$ cat src/rtl/dmem_access_ctrl.sv
`default_nettype none
// +----------------------------------------------------------------------------+
// | Module      : dmem_access_ctrl                                             |
// | Description : Sequences MEM-stage loads/stores onto a multi-cycle req/ack  |
// |               data memory. Builds byte enables and lane-replicated write   |
// |               data, extracts and extends load data, stalls the pipeline    |
// |               while an access is outstanding and retires a hung access     |
// |               through a timeout counter.                                   |
// |               Optional feature macro: MISALIGN_CHECK_EN (misaligned H/W    |
// |               accesses are rejected without a memory request).             |
// | Revision    : 1.0 - initial release                                        |
// +----------------------------------------------------------------------------+
module dmem_access_ctrl #(
    parameter int TIMEOUT = 16,
    parameter int CNT_W   = 5
) (
    input  logic        clk,
    input  logic        reset,
    input  logic        MemRead,
    input  logic        MemWrite,
    input  logic [2:0]  Funct3,
    input  logic [31:0] Addr,
    input  logic [31:0] WrData,
    output logic [31:0] RdData,
    output logic        Stall,
    output logic        Error,
    output logic        Misalign,
    output logic        mem_req,
    output logic        mem_we,
    output logic [31:0] mem_addr,
    output logic [3:0]  mem_be,
    output logic [31:0] mem_wdata,
    input  logic        mem_ack,
    input  logic [31:0] mem_rdata
);

    typedef enum logic [1:0] {
        IDLE   = 2'd0,
        ACCESS = 2'd1,
        RESP   = 2'd2
    } state_t;

    localparam logic [CNT_W-1:0] c_cnt_last = CNT_W'(TIMEOUT - 1);

    state_t            r_state;
    logic [CNT_W-1:0]  r_cnt;
    logic [2:0]        r_f3;
    logic [1:0]        r_off;
    logic [31:0]       r_rddata;
    logic              r_error;
    logic              r_misalign;
    logic              r_mem_req;
    logic              r_mem_we;
    logic [31:0]       r_mem_addr;
    logic [3:0]        r_mem_be;
    logic [31:0]       r_mem_wdata;

    logic              w_req;
    logic [1:0]        w_off;
    logic [3:0]        w_be;
    logic [31:0]       w_wdata;
    logic              w_misalign;
    logic [31:0]       w_shift;
    logic [31:0]       w_load;

    assign w_req = MemRead | MemWrite;
    assign w_off = Addr[1:0];

    // Byte enables and lane-replicated write data for the incoming access
    always_comb begin
        w_be    = 4'b1111;
        w_wdata = WrData;
        case (Funct3)
            3'b000, 3'b100: begin
                w_be    = 4'b0001 << w_off;
                w_wdata = {4{WrData[7:0]}};
            end
            3'b001, 3'b101: begin
                w_be    = w_off[1] ? 4'b1100 : 4'b0011;
                w_wdata = {2{WrData[15:0]}};
            end
            default: begin
                w_be    = 4'b1111;
                w_wdata = WrData;
            end
        endcase
    end

`ifdef MISALIGN_CHECK_EN
    // Halfword needs an even offset, word (and anything treated as word) offset 0
    always_comb begin
        w_misalign = 1'b0;
        case (Funct3)
            3'b000, 3'b100: w_misalign = 1'b0;
            3'b001, 3'b101: w_misalign = w_off[0];
            default:        w_misalign = (w_off != 2'b00);
        endcase
    end
`else
    assign w_misalign = 1'b0;
`endif

    // Select the addressed lane of the returned word and extend it
    assign w_shift = mem_rdata >> {r_off, 3'b000};
    always_comb begin
        w_load = mem_rdata;
        case (r_f3)
            3'b000:  w_load = {{24{w_shift[7]}}, w_shift[7:0]};
            3'b100:  w_load = {24'd0, w_shift[7:0]};
            3'b001:  w_load = r_off[1] ? {{16{mem_rdata[31]}}, mem_rdata[31:16]}
                                       : {{16{mem_rdata[15]}}, mem_rdata[15:0]};
            3'b101:  w_load = r_off[1] ? {16'd0, mem_rdata[31:16]}
                                       : {16'd0, mem_rdata[15:0]};
            default: w_load = mem_rdata;
        endcase
    end

    // Access sequencer: IDLE -> ACCESS -> RESP -> IDLE with registered outputs
    always_ff @(posedge clk) begin
        if (reset) begin
            r_state     <= IDLE;
            r_cnt       <= '0;
            r_f3        <= 3'd0;
            r_off       <= 2'd0;
            r_rddata    <= 32'd0;
            r_error     <= 1'b0;
            r_misalign  <= 1'b0;
            r_mem_req   <= 1'b0;
            r_mem_we    <= 1'b0;
            r_mem_addr  <= 32'd0;
            r_mem_be    <= 4'd0;
            r_mem_wdata <= 32'd0;
        end else begin
            case (r_state)
                IDLE: begin
                    if (w_req) begin
                        if (w_misalign) begin
                            r_misalign <= 1'b1;
                            r_rddata   <= 32'd0;
                            r_state    <= RESP;
                        end else begin
                            r_mem_addr  <= {Addr[31:2], 2'b00};
                            r_mem_be    <= w_be;
                            r_mem_wdata <= w_wdata;
                            r_mem_we    <= MemWrite;
                            r_f3        <= Funct3;
                            r_off       <= w_off;
                            r_mem_req   <= 1'b1;
                            r_cnt       <= '0;
                            r_state     <= ACCESS;
                        end
                    end
                end
                ACCESS: begin
                    r_cnt <= r_cnt + CNT_W'(1);
                    // A completing ack takes priority over the timeout limit
                    if (mem_ack) begin
                        r_mem_req <= 1'b0;
                        if (!r_mem_we) begin
                            r_rddata <= w_load;
                        end
                        r_state <= RESP;
                    end else if (r_cnt == c_cnt_last) begin
                        r_mem_req <= 1'b0;
                        r_error   <= 1'b1;
                        r_rddata  <= 32'd0;
                        r_state   <= RESP;
                    end
                end
                RESP: begin
                    r_error    <= 1'b0;
                    r_misalign <= 1'b0;
                    r_cnt      <= '0;
                    r_state    <= IDLE;
                end
                default: begin
                    r_state <= IDLE;
                end
            endcase
        end
    end

    assign Stall     = ((r_state == IDLE) && w_req) || (r_state == ACCESS);
    assign RdData    = r_rddata;
    assign Error     = r_error;
    assign Misalign  = r_misalign;
    assign mem_req   = r_mem_req;
    assign mem_we    = r_mem_we;
    assign mem_addr  = r_mem_addr;
    assign mem_be    = r_mem_be;
    assign mem_wdata = r_mem_wdata;

endmodule
`default_nettype wire

$ cat config.mk
export PLATFORM = sky130hd
export DESIGN_NAME = dmem_access_ctrl
export DESIGN_NICKNAME = d
export VERILOG_FILES = /design/src/rtl/dmem_access_ctrl.sv
export SDC_FILE = /design/constraint.sdc
export NUM_CORES = 1
export LEC_CHECK = 0
export BUFFER_PORTS_ARGS = -buffer_cell sky130_fd_sc_hd__buf_4
export CELL_PAD_IN_SITES_DETAIL_PLACEMENT = 1
export CELL_PAD_IN_SITES_GLOBAL_PLACEMENT = 1
export CORE_MARGIN = 2
export CORE_UTILIZATION = 35
export CTS_BUF_LIST = sky130_fd_sc_hd__clkbuf_8
export CTS_CLUSTER_DIAMETER = 120
export DETAILED_ROUTE_END_ITERATION = 10
export HOLD_SLACK_MARGIN = 0.02
export PLACE_DENSITY = 0.79
export SETUP_SLACK_MARGIN = 0.2
export SKIP_LAST_GASP = 1
export SLEW_MARGIN = 20
export SYNTH_ARGS = -nofsm -noshare
export SYNTH_HDL_FRONTEND = slang
export SYNTH_SLANG_ARGS = --single-unit
$ cat constraint.sdc
create_clock -name clk -period 2.2 [get_ports clk]
set_input_delay 0.44 -clock clk [delete_from_list [all_inputs] [get_ports clk]]
set_output_delay 0.44 -clock clk [all_outputs]
set_load 0.05 [all_outputs]
==> reports/metrics.cfg <==
[route]
drtIter0Drc=150
drc=0
drt-total-wl_mm=16.3
avgRoutedWirePerCell_um=17.0
postRouteAntennaNets=0
firstDrtPassIters=4
viasPerCell=5.10
vias=4900

[finish]
area_growth_pct=43.8
fillers=1624
multi_input_area_mm2=0.00241
final_nets=873
antenna_cells=0
drive_gt1_frac=0.363
layoutNonFillerInstCount=960
regArea_mm2=0.00226

[placed_design]
dp.cells=927
dpl.hpwl_mm=11.8
gp_congestion=0.751
place_ws_ns=-0.303
port_buffers=205

[worst_setup_path]
path_max_fanout=13
end_kind=flop
crit_buf_inv=2
cp_cell_sequence=ha_1, and3_1, ha_1, inv_1, o21ai_2, a21oi_4, buf_4, o2bb2ai_1
crit_path_top_delay_cell=a21oi_4
cp-start-kind=flop
crit_type=flop to flop
worst_ep_required_time_ns=2.56
cpLargestDelayFamily=compound AO/OA/AOI/OAI gates
critPathMaxStageDelay_ns=0.37
cp.arrival_ns=2.27
crit_top_cell=ha_1

[die]
core_area_mm2=0.0137
row_count=43
start_util=0.355
chipWidth_um=122
die_area_mm2=0.0149
die_y_um=122
io_pins=209

[power]
irDropWorstVdd_v=0.000377
p_int_uw=3880
p_per_area_mw_per_mm2=841
swShare=0.341
p_seq_frac=0.393
p_clk_frac=0.335
power_frac_comb=0.272
p_sw_uw=2010
total_power_uw=5890
leakagePower_uw=0.00318

[logic_synthesis]
yosys.cell_count.top_type=nand2_1
synth_edf_count=0
synth_top_area_share=0.464
synthTopCellsByArea=dfxtp_1 46%, nand2_1 11%, a21oi_1 6.2%
synth_cell_types=43
yosysWarnings=0
synth_seq_cells=113
yosysSeqAreaShare=0.464
netlist_instances=572
async_reset_ff_frac=0
yosysTopAreaCell=dfxtp_1
syn_area_per_cell_um2=8.52
netlist_area_mm2=0.00487
synth_common_cells=138 x nand2_1, 113 x dfxtp_1, 60 x a21oi_1, 38 x nor2_1, 28 x o21ai_0
synth_ff_type=dfxtp_1

[sta]
fin_skew_ns=0.00649
finalSetupViolCount=0
timing.final.crit_share=0.868
max_freq_ghz=0.524
relSlewSlack=0.455
worst_pin_slew_ns=0.815
min_period_ns=1.91
rsz0062_at_grt=yes
finalMaxSlewViolations=0
setup_slack_ns=0.290
finalHoldViolCount=0

[global_routing]
antenna_found_initial=0
grtUsageTotal=0.227
grt_pass1_vias=5276
grt_max_degree=90
grt-ovfl-total=0
grt_pass1_wl_mm=26.3

[flow_run]
maxCapViolCount=0

[cts]
post_cts_buffers=0
clockBufferDepth=2
clk_latency_ns=0.43
clkSlewWorstSetupHoldPaths_ns=0.07
cts-root-buf=clkbuf_8
cts_sinks=113
htree_levels=4
numCtsBuffers=17
cts_tree=done

[worst_hold_path]
hold_path_class=input pin to flop

[status]
status=finished, final reports clean

-- repair_timing --
item | in CTS | in global routing
hold buffers | 0 | 0
endpoints found under the setup margin | 33 | 29
resized for setup | 3 | 3
gates cloned | 1 | 0
pin swaps | 1 | 0
-- cell families (layout without fill, tap and decap cells) --
group | after synthesis | count (layout) | synth area share
mux | 35 | 35 | 0.0793
compound gates | 148 | 149 | 0.203
other cells | 1 | 3 | 0.000769
fa+ha+maj | 2 | 2 | 0.00513
simple gates | 219 | 219 | 0.196
flops | 113 | 113 | 0.464
buf+inv | 54 | 259 | 0.0524
-- routing by layer --
layer / up-vias / GRT usage / routed length [µm]
met4: 0 / 0.0862 / 311
met3: 22 / 0.0894 / 1520
met1: 2337 / 0.251 / 6450
met2: 180 / 0.391 / 8070
met5: - / 0 / 0
li1: 2361 / - / -
-- power groups by stage --
stage          Sequential (µW)  Combinational [µW]  Clock [µW]
5_1_grt                   2330                1710        2130
3_5_place_dp              2360                1600           0
3_3_place_gp              2350                1560           0
6_report                  2320                1600        1980
2_1_floorplan             2840                 528           0
4_1_cts                   2320                1610        2030
-- layout by cell type (no fill, tap or decap), types with 2 or more instances in the layout --
master,Yosys,final
bufinv_16,0,3
o2bb2ai_1,7,7
a221o_2,10,10
a32o_1,8,8
a22oi_1,2,2
conb_1,1,3
mux2i_1,24,24
inv_1,5,7
a21oi_1,60,59
buf_4,4,220
nor2_1,38,37
nand2b_1,17,17
a211oi_1,11,11
a21oi_4,0,2
buf_12,0,2
nand2_1,138,138
ha_1,2,2
a311oi_1,9,9
nor2b_1,9,9
clkinvlp_4,0,2
nor3_1,9,9
clkinv_2,0,7
o21ai_0,28,26
dfxtp_1,113,113
clkbuf_8,0,18
mux2_2,9,9
a221o_1,6,6
-- path summary, 6_finish.rpt --
| kind | cells after the start | start | slack [ns] | to |
|---|---|---|---|---|
| worst min-delay path | 2 | mem_rdata[29] | 0.24 | RdData[29]$_SDFFE_PP0P_ |
| worst max register to register | 8 | r_cnt[0]$_SDFFE_PP0P_ | 0.29 | RdData[0]$_SDFFE_PP0P_ |
| worst min register to register | 2 | mem_wdata[31]$_SDFFE_PP0P_ | 0.46 | mem_wdata[31]$_SDFFE_PP0P_ |
| worst max-delay path | 8 | r_cnt[0]$_SDFFE_PP0P_ | 0.29 | RdData[0]$_SDFFE_PP0P_ |
-- final cells by class --
class	count	area share
clock buffer	18	0.0354
clock inverter	14	0.0211
inverter	5	0.00268
multi-input combinational	408	0.345
sequential	113	0.323
tap	180	0.0321
timing repair buffer	222	0.241
-- flip-flops by register name, summed over array words and instances, names as in the netlist --
signal / cells
Error: 1
RdData: 32
mem_addr: 30
mem_be: 4
mem_req: 1
mem_wdata: 32
mem_we: 1
r_cnt: 5
r_f3: 3
r_off: 2
r_state: 2
-- per-stage QoR --
step	setup TNS, ns	area (µm²)	util	hold WS, ns
finish	0	7010	0.511	0.242
global route	0	7010	0.511	0.211
CTS	0	6990	0.510	0.210
detailed placement	-4.80	6580	0.479	0.449
global placement	-1.06	6580	0.479	0.443
floorplan	0	4880	-	0.439
Power figures use the tool's default switching activity.
